[src/rtl/pipe_hazard_ctrl.sv]
// pipe_hazard_ctrl: hazard detection and forwarding control for an in-order
// pipeline. Tracks the instructions in the stages after ID, and drives the
// stall, flush, bubble and freeze controls and the EX operand-forwarding selects.
// Optional feature: define HAZ_PERF_CNT_EN to add saturating stall/flush counters.
//
// Memory handshake: while the MEM-stage entry holds a load or store,
// mem_ready_i=1 means the access completes in this cycle. mem_ready_i=0 means
// the access is still pending, and the whole pipeline holds until a cycle
// samples mem_ready_i=1. mem_ready_i is ignored when the MEM-stage entry does
// not access memory.
module pipe_hazard_ctrl #(
    parameter int RA_W      = 5,
    parameter int FWD_DEPTH = 3,
    localparam int SEL_W    = $clog2(FWD_DEPTH + 1)
) (
    input  logic             clk_i,
    input  logic             rst_i,
    input  logic             start_i,
    input  logic             id_valid_i,
    input  logic [RA_W-1:0]  id_rs_i,
    input  logic [RA_W-1:0]  id_rt_i,
    input  logic             id_uses_rt_i,
    input  logic [RA_W-1:0]  id_rd_i,
    input  logic             id_regwrite_i,
    input  logic             id_memread_i,
    input  logic             id_memwrite_i,
    input  logic             branch_taken_i,
    input  logic             mem_ready_i,
    output logic             pc_write_o,
    output logic             ifid_write_o,
    output logic             ifid_flush_o,
    output logic             idex_bubble_o,
    output logic             pipe_freeze_o,
    output logic [SEL_W-1:0] fwd_rs_o,
    output logic [SEL_W-1:0] fwd_rt_o,
    output logic [1:0]       dbg_state_o
`ifdef HAZ_PERF_CNT_EN
    ,
    output logic [31:0]      stall_cnt_o,
    output logic [15:0]      flush_cnt_o
`endif
);

    localparam logic [1:0] ST_IDLE   = 2'd0;
    localparam logic [1:0] ST_RUN    = 2'd1;
    localparam logic [1:0] ST_FREEZE = 2'd2;

    // One tracked instruction; entry 1 is EX, entry 2 is MEM, and so on.
    typedef struct packed {
        logic            valid;
        logic [RA_W-1:0] rs;
        logic [RA_W-1:0] rt;
        logic            uses_rt;
        logic [RA_W-1:0] rd;
        logic            regwrite;
        logic            memread;
        logic            memop;
    } trk_t;

    trk_t       trk [1:FWD_DEPTH];
    logic [1:0] state;
    logic [1:0] state_nxt;
    logic       running;
    logic       freeze_cond;
    logic       load_use;
    logic       branch_flush;

    assign dbg_state_o = state;
    assign running     = (state == ST_RUN) || (state == ST_FREEZE);

    // Raw hazard conditions from the tracker and the ID-stage fields.
    always_comb begin
        freeze_cond  = trk[2].valid && trk[2].memop && !mem_ready_i;
        load_use     = id_valid_i && trk[1].valid && trk[1].memread &&
                       (trk[1].rd != '0) &&
                       ((trk[1].rd == id_rs_i) ||
                        (id_uses_rt_i && (trk[1].rd == id_rt_i)));
        branch_flush = branch_taken_i && trk[1].valid;
    end

    // Prioritised pipeline controls: idle > freeze > branch flush > load-use > normal.
    // The FREEZE state uses the same freeze condition as RUN, so the cycle that
    // samples mem_ready_i=1 is already a normal, advancing cycle.
    always_comb begin
        pc_write_o    = 1'b1;
        ifid_write_o  = 1'b1;
        ifid_flush_o  = 1'b0;
        idex_bubble_o = 1'b0;
        pipe_freeze_o = 1'b0;
        if (!running) begin
            pc_write_o    = 1'b0;
            ifid_write_o  = 1'b0;
            pipe_freeze_o = 1'b1;
        end else if (freeze_cond) begin
            pc_write_o    = 1'b0;
            ifid_write_o  = 1'b0;
            pipe_freeze_o = 1'b1;
        end else if (branch_flush) begin
            ifid_flush_o  = 1'b1;
            idex_bubble_o = 1'b1;
        end else if (load_use) begin
            pc_write_o    = 1'b0;
            ifid_write_o  = 1'b0;
            idex_bubble_o = 1'b1;
        end
    end

    // Run-control FSM next-state.
    always_comb begin
        state_nxt = state;
        case (state)
            ST_IDLE:   if (start_i) state_nxt = ST_RUN;
            ST_RUN: begin
                if (!start_i)         state_nxt = ST_IDLE;
                else if (freeze_cond) state_nxt = ST_FREEZE;
            end
            ST_FREEZE: if (mem_ready_i) state_nxt = ST_RUN;
            default:   state_nxt = ST_IDLE;
        endcase
    end

    // FSM state register.
    always_ff @(posedge clk_i or negedge rst_i) begin
        if (!rst_i) state <= ST_IDLE;
        else        state <= state_nxt;
    end

    // Tracker shift: entry 1 takes the ID instruction (or a bubble), the rest
    // move one stage down, the last one retires. Holds whenever frozen or idle.
    always_ff @(posedge clk_i or negedge rst_i) begin
        if (!rst_i) begin
            for (int k = 1; k <= FWD_DEPTH; k++) trk[k] <= '0;
        end else if (!pipe_freeze_o) begin
            trk[1].valid    <= id_valid_i && !idex_bubble_o;
            trk[1].rs       <= id_rs_i;
            trk[1].rt       <= id_rt_i;
            trk[1].uses_rt  <= id_uses_rt_i;
            trk[1].rd       <= id_rd_i;
            trk[1].regwrite <= id_regwrite_i;
            trk[1].memread  <= id_memread_i;
            trk[1].memop    <= id_memread_i || id_memwrite_i;
            for (int k = 2; k <= FWD_DEPTH; k++) trk[k] <= trk[k-1];
        end
    end

    // Forwarding selects: scanning from the oldest entry down so the nearest
    // (smallest k) producer wins. Register 0 and invalid entries never forward.
    always_comb begin
        fwd_rs_o = '0;
        fwd_rt_o = '0;
        for (int k = FWD_DEPTH; k >= 2; k--) begin
            if (trk[1].valid && trk[k].valid && trk[k].regwrite && (trk[k].rd != '0)) begin
                if (trk[k].rd == trk[1].rs) fwd_rs_o = SEL_W'(k);
                if (trk[1].uses_rt && (trk[k].rd == trk[1].rt)) fwd_rt_o = SEL_W'(k);
            end
        end
    end

`ifdef HAZ_PERF_CNT_EN
    // Saturating counters of stalled (PC held) cycles and IF/ID flushes.
    always_ff @(posedge clk_i or negedge rst_i) begin
        if (!rst_i) begin
            stall_cnt_o <= '0;
            flush_cnt_o <= '0;
        end else begin
            if (running && !pc_write_o && (stall_cnt_o != '1))
                stall_cnt_o <= stall_cnt_o + 32'd1;
            if (ifid_flush_o && (flush_cnt_o != '1))
                flush_cnt_o <= flush_cnt_o + 16'd1;
        end
    end
`endif

endmodule

[config.mk]
export PLATFORM = sky130hd
export DESIGN_NAME = pipe_hazard_ctrl
export DESIGN_NICKNAME = d
export VERILOG_FILES = /design/src/rtl/pipe_hazard_ctrl.sv
export SDC_FILE = /design/constraint.sdc
export NUM_CORES = 1
export LEC_CHECK = 0
export ABC_CLOCK_PERIOD_IN_PS = 4900
export BUFFER_PORTS_ARGS = -buffer_cell sky130_fd_sc_hd__buf_2
export CAP_MARGIN = 30
export CORE_ASPECT_RATIO = 0.5
export CORE_MARGIN = 2
export CORE_UTILIZATION = 59
export DETAILED_ROUTE_END_ITERATION = 8
export GPL_TIMING_DRIVEN = 0
export PLACE_DENSITY = 0.82
export SETUP_SLACK_MARGIN = 0.2
export SLEW_MARGIN = 20
export SYNTH_ARGS = -nofsm -noshare
export SYNTH_HDL_FRONTEND = slang
export SYNTH_SLANG_ARGS = --single-unit
[constraint.sdc]
create_clock -name clk_i -period 4.9 [get_ports clk_i]
set_input_delay 0.98 -clock clk_i [delete_from_list [all_inputs] [get_ports clk_i]]
set_output_delay 0.98 -clock clk_i [all_outputs]
set_load 0.05 [all_outputs]
# Yosys cells after proc, flatten, opt, wreduce, memory -nomap -nowiden
# Cells that the tools add are included.
# Widths: inputs -> output; s select.
word_totals:
  mem_count: 0
  rom_bits: 0
  elab_cells: 80
  latch_bits: 0
  mem_bits_rw: 0
  inputBits: 25
  out_inout_bits: 11
  register_bits: 37
classes:
  n_mul: 0
  mux: 26
  shifts: 0
  reduce_logical: 27
  bitwise_logic: 0
  order_cmp: 0
  add_sub_neg: 0
  n_eq_ne: 11
  div: 0
ops:
  columns: ["operator", "count"]
  rows:
  - ["$eq 5x5->1", 6]
  - ["$mux 2", 12]
  - ["$logic_and 1x1->1", 17]
  - ["$reduce_bool 5->1", 3]
  - ["$mux 1", 13]
  - ["$pmux 2 s3", 1]
  - ["$ne 2x2->1 const B", 2]
  - ["$logic_or 1x1->1", 3]
  - ["$ne 3x3->1 const B", 1]
  - ["$reduce_and 3->1", 1]
  - ["$eq 2x1->1 const B", 1]
  - ["$eq 2x2->1 const B", 1]
  - ["$logic_not 1->1", 2]
  - ["$logic_not 2->1", 1]

# Logic depth before layout (Yosys ltp)
logic_depth:
  depth_word: 10
  mapped_depth: 8

# Least setup slack after synthesis
# Ideal clock, no wire load.
synth_path:
  kind: "input -> output"
  startpoint: "in mem_ready_i"
  endpoint: "out pc_write_o"
  arrival_time_ns: 2.922
  path_stages: 7
  path_slack_ns: 0.998
  cell_sequence: "nand3b_1 -> and2_1 -> buf_2 -> inv_1 -> buf_4 -> a21oi_1 -> buf_4"
synth_via:
  elab_chain_len: 4
synth_rtl:
  columns: ["element", "line", "text"]
  rows:
  - ["start, declared", "28", "input logic mem_ready_i,"]
  - ["$logic_not 1->1", "73", "freeze_cond = trk[2].valid && trk[2].memop && !mem_ready_i;"]
  - ["$logic_and 1x1->1", "73", null]
  - ["$mux 1 (2 in a row)", null, null]
  - ["end, declared", "29", "output logic pc_write_o,"]
# Every way passes these cells.

# Final worst setup path
layout_path:
  startpoint: "in mem_ready_i"
  endpoint: "out pc_write_o"
layout_via:
  elab_chain_len: 4
layout_rtl:
  columns: ["element", "line", "text"]
  rows:
  - ["$logic_not 1->1", "73", null]
  - ["$logic_and 1x1->1", "73", null]
  - ["$mux 1", "94", "end else if (freeze_cond) begin"]
  - ["$mux 1", "90", "if (!running) begin"]
# Every way passes these cells.

==> flow_summary_export.csv <==
group,metric,value,unit
floorplan,die-area,3850,um2
timing,skew,2.02,ps
timing,fin_crit_sh,71.8,%
timing,hold_viol_final,0,
timing,hold-worst-slack,477,ps
clock_tree,insertion_delay,290,ps
critical_path,reg2reg_to,"trk[49]$_DFFE_PN0N_",
floorplan,ios,36,
place,placed_cells,258,
layout,areaGrowthSynthToFinish,15.5,%
timing,slew_headroom,46.2,%
yosys,synth_cells,183,
yosys,synth_top_family_by_area,"simple AND/OR/NAND/NOR gates",
critical_path,rrSetupSlack,2950,ps
detailed_routing,wl,4.31,mm
yosys,netlist_area,1970,um2
detailed_routing,dr.pass1.iters,4,
yosys,yosys_register_bits,37,
global_route,track_usage,26.1,%
clock_tree,cts.sinks,37,
layout,fill_cells,225,
detailed_routing,detail-route-antenna-nets,0,
yosys,synthSimpleGateAreaFrac,14.1,%
detailed_routing,viasPerCell,5.64,
clock_tree,htree_levels,2,
floorplan,initial_core_util,63.6,%
floorplan,die_w,85.8,um
place,dpl_cell_area,2200,um2
global_route,grt_pass1_vias,1461,
hold_path,hold_depth,2,
yosys,synth_fa_ha_area_share,2.54,%
detailed_routing,vias,1499,
layout,drive_above_1_share,31.0,%
critical_path,critPathCaptureType,"output port",
detailed_routing,route.detailed.drc,0,
critical_path,crit_required,3920,ps
timing,rsz0062_at_grt,"false",
floorplan,rows,14,
layout,fin_nets,254,
yosys,yosys_warnings,0,
global_route,antenna_found_initial,0,
timing,tightest_slew,807,ps
timing,setup_tns,0,ps
yosys,syn_avg_cell_area,10.8,um2
clock_tree,cts_resized,0,
timing,maxSlewViolCount,0,
critical_path,startpoint_type,"input pin",
layout,final_cells,266,
yosys,ys_seq_area_share,46.9,%
clock_tree,cts_buffers,5,
global_route,grt_overflow,0,
floorplan,design.core.area,3100,um2
critical_path,worstPathArrival,2540,ps
critical_path,reg2reg_depth,6,
hold_path,min_path_type,"reg -> reg",
yosys,synth_xor_xnor_area_share,13.3,%
clock_tree,cts_tree,"done",
status,status,"completed",
timing,min_period,3520,ps
timing,finalSetupViolCount,0,
detailed_routing,wl_per_cell,16.2,um
run,maxCapViolCount,0,
yosys,muxShareOfSynthArea,12.6,%
yosys,synth_cell_types,35,
place,gp_congestion,0.833,
timing,max_freq,284,MHz
clock_tree,cts_setup_buffers,0,
global_route,grt_pass1_wl,7.22,mm
clock_tree,postCtsHoldBufs,0,
pwr,leakage,1.05,nW
layout,num_antenna_cells,0,
clock_tree,clk_pin_slew,70,ps
detailed_routing,drt_iter0_markers,134,
critical_path,crit_type,"in -> out",
layout,final_area,2280,um2
critical_path,timing.rr.start,"dbg_state_o[0]$_DFFE_PN0P_",
critical_path,path_max_fanout,10,
floorplan,die_y,44.9,um
clock_tree,cts-root-buf,"clkbuf_8",
clock_tree,clockBufferDepth,2,
yosys,synth_compound_area_share,7.04,%
place,io_buffers,35,
pwr,p_per_area,787,nW/um2
hold_path,hp-start,"trk[42]$_DFFE_PN0N_",
global_route,grt_max_degree,38,
yosys,syn_nets,212,
place,hpwl,3.25,mm
hold_path,hold_end,"trk[42]$_DFFE_PN0N_",
pwr,ir_drop,470,uV
## area by class of cell
cell class                 instances  area [um2]  area share, %
multi-input combinational        134         977           42.9
timing repair buffer              35         175           7.69
buffer                             6        47.5           2.09
clock buffer                       8        80.1           3.51
tap                               40        50.0           2.20
sequential                        37         926           40.6
inverter                           6        22.5          0.988
## worst max-delay path by stage
stage           startpoint         end  cells after the start
2_1_floorplan  mem_ready_i  pc_write_o                      7
3_3_place_gp   mem_ready_i  pc_write_o                      9
3_5_place_dp   mem_ready_i  pc_write_o                      9
4_1_cts        mem_ready_i  pc_write_o                      9
5_1_grt        mem_ready_i  pc_write_o                      9
6_report       mem_ready_i  pc_write_o                      9
## worst max-delay path, cell delays in order
cell	delay, ps
buf_2	90
nand3b_1	190
and2_1	150
buf_2	250
inv_1	160
buf_4	200
a21oi_1	150
buf_4	130
buf_2	240
## stage by stage
step | setup WS, ps | power (mW) | util [%]
2_1_floorplan | 998 | 1.36 | -
3_3_place_gp | 1460 | 1.54 | 70.9
3_5_place_dp | 1410 | 1.59 | 70.9
4_1_cts | 1400 | 1.79 | 73.5
5_1_grt | 1260 | 1.92 | 73.5
6_report | 1380 | 1.79 | 73.5
## state kept, by name, indices dropped and copies added, names as in the netlist
signal and cells:
trk 35, dbg_state_o 2
## cell families after synthesis
family,count (synthesis)
adders and majority gates,4
muxes,22
DFF,37
AOI/OAI and AO/OA,18
buffers and inverters,12
xor gates and xnor gates,30
and+or+nand+nor,60
## layout by cell type (no fill, tap or decap), drive strengths merged, types with 2 or more instances in the layout
cell type / instances
a21oi: 2
buf: 41
clkbuf: 8
dfrtp: 37
ha: 4
inv: 6
mux2: 22
nand2: 37
nand3: 3
nand3b: 2
nand4: 4
nor2: 4
o2111ai: 3
o21ai: 5
or4: 4
xnor2: 26
xor2: 4
## report_power, final
part | switching (mW) | leakage (nW) | total [mW] | internal [mW]
logic | 0.476 | 0.569 | 0.916 | 0.441
clock network | 0.103 | 0.0395 | 0.204 | 0.101
registers | 0.208 | 0.447 | 0.673 | 0.465
total | 0.787 | 1.05 | 1.79 | 1.01
## metal layers
layer	share of wire, %	vias to the layer above	global-route usage, %
li1	-	713	-
met1	46	736	36.5
met2	45	46	40.3
met3	6.7	4	5.48
met4	1.3	0	11.4
met5	0	-	0
## cells in the mapped netlist
| library cell | n | area, um2 |
|---|---|---|
| xnor2_1 | 26 | 228 |
| a2bb2oi_1 | 1 | 8.76 |
| a211o_1 | 1 | 8.76 |
| nor2b_1 | 1 | 6.26 |
| o211ai_1 | 1 | 7.51 |
| o31ai_1 | 1 | 7.51 |
| o2111ai_2 | 2 | 30.0 |
| and2_1 | 1 | 6.26 |
| o21ai_0 | 5 | 25.0 |
| nor4_1 | 1 | 6.26 |
| xor2_1 | 4 | 35.0 |
| ha_1 | 4 | 50.1 |
| o41ai_1 | 1 | 8.76 |
| o2111ai_1 | 1 | 8.76 |
| a32o_1 | 1 | 10.0 |
| nand3_1 | 3 | 15.0 |
| buf_2 | 2 | 10.0 |
| a21oi_1 | 2 | 10.0 |
| buf_4 | 2 | 15.0 |
| mux2_2 | 21 | 236 |
| nand3b_1 | 2 | 15.0 |
| o22ai_1 | 1 | 6.26 |
| inv_1 | 6 | 22.5 |
| dfrtp_1 | 37 | 926 |
| nand4_1 | 4 | 25.0 |
| nand2_1 | 37 | 139 |
| nand2b_1 | 1 | 6.26 |
| mux2_1 | 1 | 11.3 |
| nor3_1 | 1 | 5.00 |
| buf_6 | 2 | 22.5 |
| a21o_1 | 1 | 7.51 |
| nor2_1 | 3 | 11.3 |
| or4_1 | 4 | 30.0 |
| or3_1 | 1 | 6.26 |
| nor2_2 | 1 | 6.26 |
Power figures use the tool's default switching activity.
